==> config.mk <==
export PLATFORM = sky130hd
export DESIGN_NAME = fifo_flagged_flat
export DESIGN_NICKNAME = d
export VERILOG_FILES = /design/src/rtl/fifo_flagged_if.sv /design/src/rtl/fifo_flagged.sv /design/src/flat_wrapper.sv
export SDC_FILE = /design/constraint.sdc
export NUM_CORES = 1
export LEC_CHECK = 0
export CORE_MARGIN = 2
export CORE_UTILIZATION = 40
export DETAILED_ROUTE_END_ITERATION = 10
export DONT_BUFFER_PORTS = 1
export RECOVER_POWER = 50
export REMOVE_ABC_BUFFERS = 1
export SLEW_MARGIN = 10
export SYNTH_ARGS = -nofsm -noshare
export SYNTH_HDL_FRONTEND = slang
export SYNTH_SLANG_ARGS = --single-unit
==> constraint.sdc <==
create_clock -name clk -period 2.6 [get_ports clk]
set_clock_uncertainty 0.05 [all_clocks]
set_input_delay 0.52 -clock clk [delete_from_list [all_inputs] [get_ports clk]]
set_output_delay 0.52 -clock clk [all_outputs]
set_load 0.03 [all_outputs]
==> src/rtl/fifo_flagged_if.sv <==
// Push/pop and status bundle for fifo_flagged: producer/consumer side is the master,
// the FIFO itself is the slave.
interface fifo_flagged_if #(
  parameter int FIFO_WIDTH  = 8,
  parameter int FIFO_CNTR_W = 5
);
  logic                   push;
  logic                   pop;
  logic [FIFO_WIDTH-1:0]  data_in;
  logic [FIFO_WIDTH-1:0]  data_out;
  logic [FIFO_CNTR_W-1:0] count;
  logic                   full;
  logic                   empty;
  logic                   almost_full;
  logic                   almost_empty;
  logic                   overflow;
  logic                   underflow;

  modport master (
    output push, pop, data_in,
    input  data_out, count, full, empty, almost_full, almost_empty, overflow, underflow
  );

  modport slave (
    input  push, pop, data_in,
    output data_out, count, full, empty, almost_full, almost_empty, overflow, underflow
  );
endinterface

==> src/rtl/fifo_flagged.sv <==
// Flagged synchronous FIFO with occupancy count, thresholds and sticky error bits.
// Define FIFO_FWFT_EN for first-word fall-through; default is registered read data.
module fifo_flagged #(
  parameter int FIFO_WIDTH  = 8,
  parameter int FIFO_DEPTH  = 16,
  parameter int FIFO_PNTR_W = 4,
  parameter int FIFO_CNTR_W = 5,
  parameter int AF_THRESH   = 12,
  parameter int AE_THRESH   = 2
) (
  input logic           clk,
  input logic           FIFO_reset,
  input logic           FIFO_clr_n,
  fifo_flagged_if.slave bus
);

  logic [FIFO_WIDTH-1:0]  mem_q [FIFO_DEPTH];
  logic [FIFO_PNTR_W-1:0] wp_q, wp_d;
  logic [FIFO_PNTR_W-1:0] rp_q, rp_d;
  logic [FIFO_CNTR_W-1:0] count_q, count_d;
  logic                   ovf_q, ovf_d;
  logic                   udf_q, udf_d;
  logic                   full, empty;
  logic                   push_acc, pop_acc, wr_en;
`ifndef FIFO_FWFT_EN
  logic [FIFO_WIDTH-1:0]  dout_q, dout_d;
`endif

  assign full  = (count_q == FIFO_CNTR_W'(FIFO_DEPTH));
  assign empty = (count_q == '0);

  // A pop frees the head slot, so a push into a full FIFO is accepted alongside it.
  always_comb begin
    pop_acc  = bus.pop && !empty;
    push_acc = bus.push && (!full || pop_acc);
    wp_d     = wp_q;
    rp_d     = rp_q;
    count_d  = count_q;
    ovf_d    = ovf_q;
    udf_d    = udf_q;
    wr_en    = 1'b0;
`ifndef FIFO_FWFT_EN
    dout_d   = dout_q;
`endif
    if (!FIFO_clr_n) begin
      wp_d    = '0;
      rp_d    = '0;
      count_d = '0;
      ovf_d   = 1'b0;
      udf_d   = 1'b0;
`ifndef FIFO_FWFT_EN
      dout_d  = '0;
`endif
    end else begin
      wr_en = push_acc;
      if (push_acc) wp_d = wp_q + FIFO_PNTR_W'(1);
      if (pop_acc) begin
        rp_d = rp_q + FIFO_PNTR_W'(1);
`ifndef FIFO_FWFT_EN
        dout_d = mem_q[rp_q];
`endif
      end
      if (push_acc && !pop_acc)      count_d = count_q + FIFO_CNTR_W'(1);
      else if (pop_acc && !push_acc) count_d = count_q - FIFO_CNTR_W'(1);
      if (bus.push && !push_acc) ovf_d = 1'b1;
      if (bus.pop && !pop_acc)   udf_d = 1'b1;
    end
  end

  always_ff @(posedge clk or posedge FIFO_reset) begin
    if (FIFO_reset) begin
      wp_q    <= '0;
      rp_q    <= '0;
      count_q <= '0;
      ovf_q   <= 1'b0;
      udf_q   <= 1'b0;
`ifndef FIFO_FWFT_EN
      dout_q  <= '0;
`endif
    end else begin
      wp_q    <= wp_d;
      rp_q    <= rp_d;
      count_q <= count_d;
      ovf_q   <= ovf_d;
      udf_q   <= udf_d;
`ifndef FIFO_FWFT_EN
      dout_q  <= dout_d;
`endif
    end
  end

  // Storage is neither reset nor cleared; occupancy is tracked by the pointers alone.
  always_ff @(posedge clk) begin
    if (wr_en) mem_q[wp_q] <= bus.data_in;
  end

`ifdef FIFO_FWFT_EN
  assign bus.data_out = empty ? '0 : mem_q[rp_q];
`else
  assign bus.data_out = dout_q;
`endif
  assign bus.count        = count_q;
  assign bus.full         = full;
  assign bus.empty        = empty;
  assign bus.almost_full  = (count_q >= FIFO_CNTR_W'(AF_THRESH));
  assign bus.almost_empty = (count_q <= FIFO_CNTR_W'(AE_THRESH));
  assign bus.overflow     = ovf_q;
  assign bus.underflow    = udf_q;

endmodule

==> src/flat_wrapper.sv <==
// flat-port wrapper written by rule: the top's interface ports become plain ports
module fifo_flagged_flat 
#(
  parameter int FIFO_WIDTH  = 8,
  parameter int FIFO_DEPTH  = 16,
  parameter int FIFO_PNTR_W = 4,
  parameter int FIFO_CNTR_W = 5,
  parameter int AF_THRESH   = 12,
  parameter int AE_THRESH   = 2
)
  (clk, FIFO_reset, FIFO_clr_n, bus_push, bus_pop, bus_data_in, bus_data_out, bus_count, bus_full, bus_empty, bus_almost_full, bus_almost_empty, bus_overflow, bus_underflow);
  fifo_flagged_if #(.FIFO_WIDTH(FIFO_WIDTH), .FIFO_CNTR_W(FIFO_CNTR_W)) bus_i ();
  input logic clk;
  input logic FIFO_reset;
  input logic FIFO_clr_n;
  input wire logic [$bits(bus_i.push)-1:0] bus_push;
  input wire logic [$bits(bus_i.pop)-1:0] bus_pop;
  input wire logic [$bits(bus_i.data_in)-1:0] bus_data_in;
  output wire logic [$bits(bus_i.data_out)-1:0] bus_data_out;
  output wire logic [$bits(bus_i.count)-1:0] bus_count;
  output wire logic [$bits(bus_i.full)-1:0] bus_full;
  output wire logic [$bits(bus_i.empty)-1:0] bus_empty;
  output wire logic [$bits(bus_i.almost_full)-1:0] bus_almost_full;
  output wire logic [$bits(bus_i.almost_empty)-1:0] bus_almost_empty;
  output wire logic [$bits(bus_i.overflow)-1:0] bus_overflow;
  output wire logic [$bits(bus_i.underflow)-1:0] bus_underflow;
  assign bus_i.push = bus_push;
  assign bus_i.pop = bus_pop;
  assign bus_i.data_in = bus_data_in;
  assign bus_data_out = bus_i.data_out;
  assign bus_count = bus_i.count;
  assign bus_full = bus_i.full;
  assign bus_empty = bus_i.empty;
  assign bus_almost_full = bus_i.almost_full;
  assign bus_almost_empty = bus_i.almost_empty;
  assign bus_overflow = bus_i.overflow;
  assign bus_underflow = bus_i.underflow;
  fifo_flagged #(.FIFO_WIDTH(FIFO_WIDTH), .FIFO_DEPTH(FIFO_DEPTH), .FIFO_PNTR_W(FIFO_PNTR_W), .FIFO_CNTR_W(FIFO_CNTR_W), .AF_THRESH(AF_THRESH), .AE_THRESH(AE_THRESH)) u_core (.clk(clk), .FIFO_reset(FIFO_reset), .FIFO_clr_n(FIFO_clr_n), .bus(bus_i));
endmodule
==> run metrics, run 1 <==
status=complete, no violations; Post-Synth Simple-Gate Area=0.0508; worst hold slack=0.145 ns; unrepaired setup endpoints after global routing=no; commonest non-fill, non-tap cells in the layout=edfxtp_1 (128), mux4_2 (32), dfrtp_1 (22), mux2i_1 (21), and2_1 (20); htree depth=4; row cnt=45; main flop type after synthesis=edfxtp_1; synth top area cells=edfxtp_1 (61%), mux4_2 (11%), dfrtp_1 (9.2%); post-CTS setup buffer count=0; layout cells sized above 1=0.242; P&R area growth vs syn=14.0%; IO Pins=32; clock root buffer=clkbuf_16; IO Port Bufs=0; Layout Utilization=0.469; top-area cell type share of the netlist area=0.612; maximum clock rate=395 MHz; clk_lat worst skew=0.42 ns; final hold vios=0; max cap viols=0; fin crit share=0.974; Max Slew Vio Count=0; Post-Place Cells=550; Via-to-Cell Ratio=5.28; Area after DPL=6590 um^2; leak pwr=2.34 nW; Worst-Margin Slew=1.16 ns; drt drc=0; VDD IR max=0.557 mV; antenna violations before repair=0; CP cell instances=or4_4 > a211o_4 > ha_1 > a21oi_1 > nand3_1 > and3b_1 > mux2_4; fillers=1282; CP Class=reg2reg; floorplan core area=15300 um^2; maximum net fanout on the critical path=5; Final ANT Viol Nets=0; post-synthesis sequential area ratio=0.704; cell area after layout=7160 um^2; DR vias=3079; cell taking the most area after synthesis=edfxtp_1; # nets final=382; dpl ws=0.0494 ns; crit start category=flop; Worst Path Arrival=2.79 ns; wire per inst=20.9 um; Worst slew margin=0.230; global-route wire length before repair=18500 um; TritonCTS Buffers=17; Die Ht=129 um; Yosys reg bits=151; largest family of logic cells by synthesized area=multiplexers; most common cell after layout, fill and taps aside=edfxtp_1; gpl congestion=0.759; Post-synth EDFFs=128; Worst setup EP type=flop; YS warnings=0; Die ar.=16700 um^2; power per cell area=868 nW/um^2; Initial Util=0.412; Mapped Cells=343; clk slew on worst S/H paths=0.06 ns; worst reg2reg setup slack=0.07 ns; largest net degree at the start of global routing=35; FFs w/ async S/R, synth=0.152; final WL=12200 um; CTS tree=done; Final TNS setup=0 ns; final setup fails=0; worst setup slack after layout=0.0671 ns; Synth Area in Compound Gates=0.0430; PnR Total Power=6.22 mW; Initial DRT Pass Iterations=6; synthesized cell area=6280 um^2; crit-path max cell delay=0.56 ns; post-synth cell types=41; crit path time final=2.53 ns; Hold WC Path Type=in2reg; Mean Syn Cell Area=18.3 um^2; CTS max path bufs=2; Finished Layout Cells=583; drt initial violations=296; Tot GR Track Use=0.156; Synth Area in Adders=0.0211; multiplexer share of the synthesized area=0.153; data required time of the worst path=2.86 ns; vias in the first global route=3226; Critical-path top delay cell=or4_4; clock sink total=151; Die W=129 um; # diodes=0; Post-DP HPWL=7440 um; Post-Synth XOR/XNOR Area=0.00837; Remaining Overflow, GRT=0
-- per-layer routing --
layer / wire length [um] / up-vias / GRT usage
met5: 0 / - / 0
met4: 133 / 0 / 0.0556
met3: 633 / 8 / 0.0421
met2: 6250 / 70 / 0.259
met1: 5170 / 1602 / 0.199
li1: - / 1399 / -
-- power breakdown --
group          internal, mW  switching, mW  leakage [nW]
Clock                  1.24           1.03         0.252
Combinational         0.424          0.623         0.628
Sequential             2.74          0.164          1.46
Total                  4.40           1.81          2.34
-- cells in the mapped netlist (2+ instances only) --
cell	n
mux2i_1	21
and2_1	20
a21boi_0	2
o21ai_0	3
clkbuf_1	9
nand2_1	4
xnor2_1	4
edfxtp_1	128
mux2_4	2
dfrtp_1	23
o211ai_1	2
a21oi_1	7
ha_1	9
mux4_2	32
nor2b_1	4
nand3_1	13
o221ai_1	8
buf_2	8
xor2_1	2
o21ai_2	2
o21a_1	3
nor3_1	6
inv_1	11
nor2_1	3
-- worst paths after layout --
check,from,cells past startpoint,to
worst max-delay path,u_core.bus.count[0]$_DFFE_PP0P_,7,u_core.bus.count[3]$_DFFE_PP0P_
worst min-delay path,bus_data_in[4],0,u_core.mem_q[10][4]$_DFFE_PP_
worst max register to register,u_core.bus.count[0]$_DFFE_PP0P_,7,u_core.bus.count[3]$_DFFE_PP0P_
worst min register to register,u_core.wp_q[3]$_DFFE_PP0P_,2,u_core.wp_q[3]$_DFFE_PP0P_
max in group asynchronous,FIFO_reset,3,u_core.bus.data_out[6]$_DFFE_PP0P_
min in group asynchronous,FIFO_reset,2,u_core.rp_q[0]$_DFFE_PP0P_
-- registers in the layout, indices dropped and copies added, names as in the netlist --
register              flops
u_core.mem_q            128
u_core.bus.overflow       1
u_core.rp_q               4
u_core.bus.data_out       8
u_core.bus.underflow      1
u_core.wp_q               4
u_core.bus.count          5
-- worst max-delay path, delay by kind of cell, from the launching register on --
kind / cells / cell delay (ns)
compound gates: 2 / 0.57
flops: 1 / 0.38
fa+ha+maj: 1 / 0.35
simple gates: 3 / 0.82
mux: 1 / 0.26
-- cell families (layout without fill, tap and decap cells) --
logic type,count (synthesis),after routing
fa+ha+maj,10,10
xor+xnor,6,6
compound gates,35,35
simple gates,56,56
mux,55,55
buf+inv,30,59
flops,151,151
-- layout make-up --
| class | count | area (um^2) | share of cell area |
|---|---|---|---|
| clock buffer | 18 | 429 | 0.0599 |
| clock inverter | 14 | 121 | 0.0169 |
| inverter | 11 | 41.3 | 0.00577 |
| multi-input combinational | 162 | 1760 | 0.245 |
| sequential | 151 | 4420 | 0.617 |
| tap | 211 | 264 | 0.0369 |
| timing repair buffer | 16 | 129 | 0.0180 |
-- what timing repair did --
item                                    CTS  global route
hold endpoints to repair                  4             0
resized for setup                         0             5
endpoints found under the setup margin    0             2
hold buffers                              1             0
Power figures use the tool's default switching activity.
==> inputs of run 2 (changes only) <==
--- a/config.mk
+++ b/config.mk
@@ -11,6 +11,7 @@
 export DONT_BUFFER_PORTS = 1
 export RECOVER_POWER = 50
 export REMOVE_ABC_BUFFERS = 1
+export SETUP_SLACK_MARGIN = 0.4
 export SLEW_MARGIN = 10
 export SYNTH_ARGS = -nofsm -noshare
 export SYNTH_HDL_FRONTEND = slang
==> run 2 against run 1 <==
Net effect:
- utilization rose by 1.2 points
- register-to-register slack improved by 0.04 ns
- clock-buffer cell count did not move
- via count rose by 0.23%
- sequential share of layout area fell by 1.6 points
- highest routed layer unchanged
==> run metrics, run 2 (synthesis results as in run 1) <==
leak pwr=2.39 nW; max reg flops=128; Layout Utilization=0.482; drt drc=0; IO Port Bufs=0; cell area after layout=7350 um^2; final setup fails=0; P&R area growth vs syn=17.0%; layout cells sized above 1=0.325; wire per inst=21.2 um; Hold WC Path Type=in2reg; commonest non-fill, non-tap cells in the layout=edfxtp_1 (128), mux4_2 (32), dfrtp_1 (22), mux2i_1 (21), clkbuf_16 (17); maximum clock rate=401 MHz; most common cell after layout, fill and taps aside=edfxtp_1; r2r endpoint=u_core.bus.count[3]$_DFFE_PP0P_; max cap viols=0; Die Ht=129 um; Area after DPL=6590 um^2; VDD IR max=0.553 mV; Worst-Margin Slew=1.15 ns; TritonCTS Buffers=17; Worst setup EP type=flop; Post-DP HPWL=7440 um; worst hold slack=0.143 ns; largest net degree at the start of global routing=35; unrepaired setup endpoints after global routing=yes; IO Pins=32; CP Class=reg2reg; clk_lat worst skew=0.42 ns; hold path endpoint=u_core.mem_q[4][6]$_DFFE_PP_; # nets final=385; Die ar.=16700 um^2; Post-Place Cells=550; crit start category=flop; power per cell area=879 nW/um^2; Final ANT Viol Nets=0; clock root buffer=clkbuf_16; Initial Util=0.412; DR vias=3086; vias in the first global route=3249; Remaining Overflow, GRT=0; Worst Hold Launch=bus_data_in[6]; Via-to-Cell Ratio=5.27; Tot GR Track Use=0.159; global-route wire length before repair=18900 um; worst reg2reg setup slack=0.11 ns; status=complete, no violations; Reg with most FFs=u_core.mem_q; Worst slew margin=0.231; final hold vios=0; CTS max path bufs=2; Worst Path Arrival=2.75 ns; maximum net fanout on the critical path=5; Finished Layout Cells=586; crit path time final=2.49 ns; Die W=129 um; row cnt=45; worst r2r path cells=9; Hold Crit Depth=0; floorplan core area=15300 um^2; data required time of the worst path=2.86 ns; fin crit share=0.959; # diodes=0; Initial DRT Pass Iterations=4; antenna violations before repair=0; clk slew on worst S/H paths=0.06 ns; worst r2r src=u_core.bus.count[2]$_DFFE_PP0P_; final WL=12400 um; drt initial violations=262; clock sink total=151; Max Slew Vio Count=0; CTS tree=done; htree depth=4; gpl congestion=0.759
==> run 2: power by group <==
part / switching, mW / total [mW] / leakage [nW] / internal, mW
sequential: 0.165 / 2.90 / 1.46 / 2.74
clock: 1.03 / 2.27 / 0.252 / 1.24
combinational: 0.730 / 1.29 / 0.678 / 0.557
==> run 2: how the worst max path moves through the flow <==
stage,startpoint,slack (ns),depth (start not counted),to
after floorplan,u_core.bus.count[0]$_DFFE_PP0P_,-0.44,8,u_core.bus.count[3]$_DFFE_PP0P_
after detailed placement,u_core.bus.count[0]$_DFFE_PP0P_,0.05,7,u_core.bus.count[3]$_DFFE_PP0P_
final,u_core.bus.count[2]$_DFFE_PP0P_,0.11,9,u_core.bus.count[3]$_DFFE_PP0P_
after global placement,u_core.bus.count[0]$_DFFE_PP0P_,0.11,7,u_core.bus.count[3]$_DFFE_PP0P_
after global routing,u_core.bus.count[2]$_DFFE_PP0P_,0.04,9,u_core.bus.count[4]$_DFFE_PP0P_
after CTS,u_core.bus.count[3]$_DFFE_PP0P_,0.17,7,u_core.bus.count[3]$_DFFE_PP0P_
==> run 2: metal layers <==
metal | global-route usage | share of wire | up-vias
met5 | 0 | 0 | -
met4 | 0.0588 | 0.011 | 0
met3 | 0.0429 | 0.062 | 9
met2 | 0.261 | 0.52 | 76
met1 | 0.203 | 0.41 | 1599
li1 | - | - | 1402
==> run 2: critical path: stages, from the launching register on <==
cell	delay, ns
dfrtp_1	0.39
or4_4	0.56
buf_4	0.16
nor2_4	0.12
a211o_4	0.19
ha_4	0.24
a21oi_4	0.14
nand3_1	0.08
and3b_1	0.19
mux2_4	0.26
==> run 2: what timing repair did <==
item,CTS,global route
hold buffers,1,0
endpoints found under the setup margin,134,135
hold endpoints to repair,4,0
pin swaps,7,6
gates resized for setup,29,26
setup buffers,2,1
cloned,0,0
==> run 2: per-stage QoR <==
stage / worst slack, ns / power [mW] / TNS, ns
after floorplan: -0.444 / 3.66 / -0.995
after global placement: 0.113 / 3.95 / 0
after detailed placement: 0.0494 / 3.98 / 0
after CTS: 0.166 / 6.39 / 0
after global routing: 0.0419 / 6.72 / 0
final: 0.106 / 6.46 / 0
==> run 2: layout make-up <==
| cell class | instances | area, um^2 |
|---|---|---|
| Clock buffer | 18 | 429 |
| Clock inverter | 14 | 121 |
| Fill cell | 1265 | 7910 |
| Inverter | 11 | 41.3 |
| Multi-Input combinational cell | 162 | 1920 |
| Sequential cell | 151 | 4420 |
| Tap cell | 211 | 264 |
| Timing Repair Buffer | 19 | 158 |
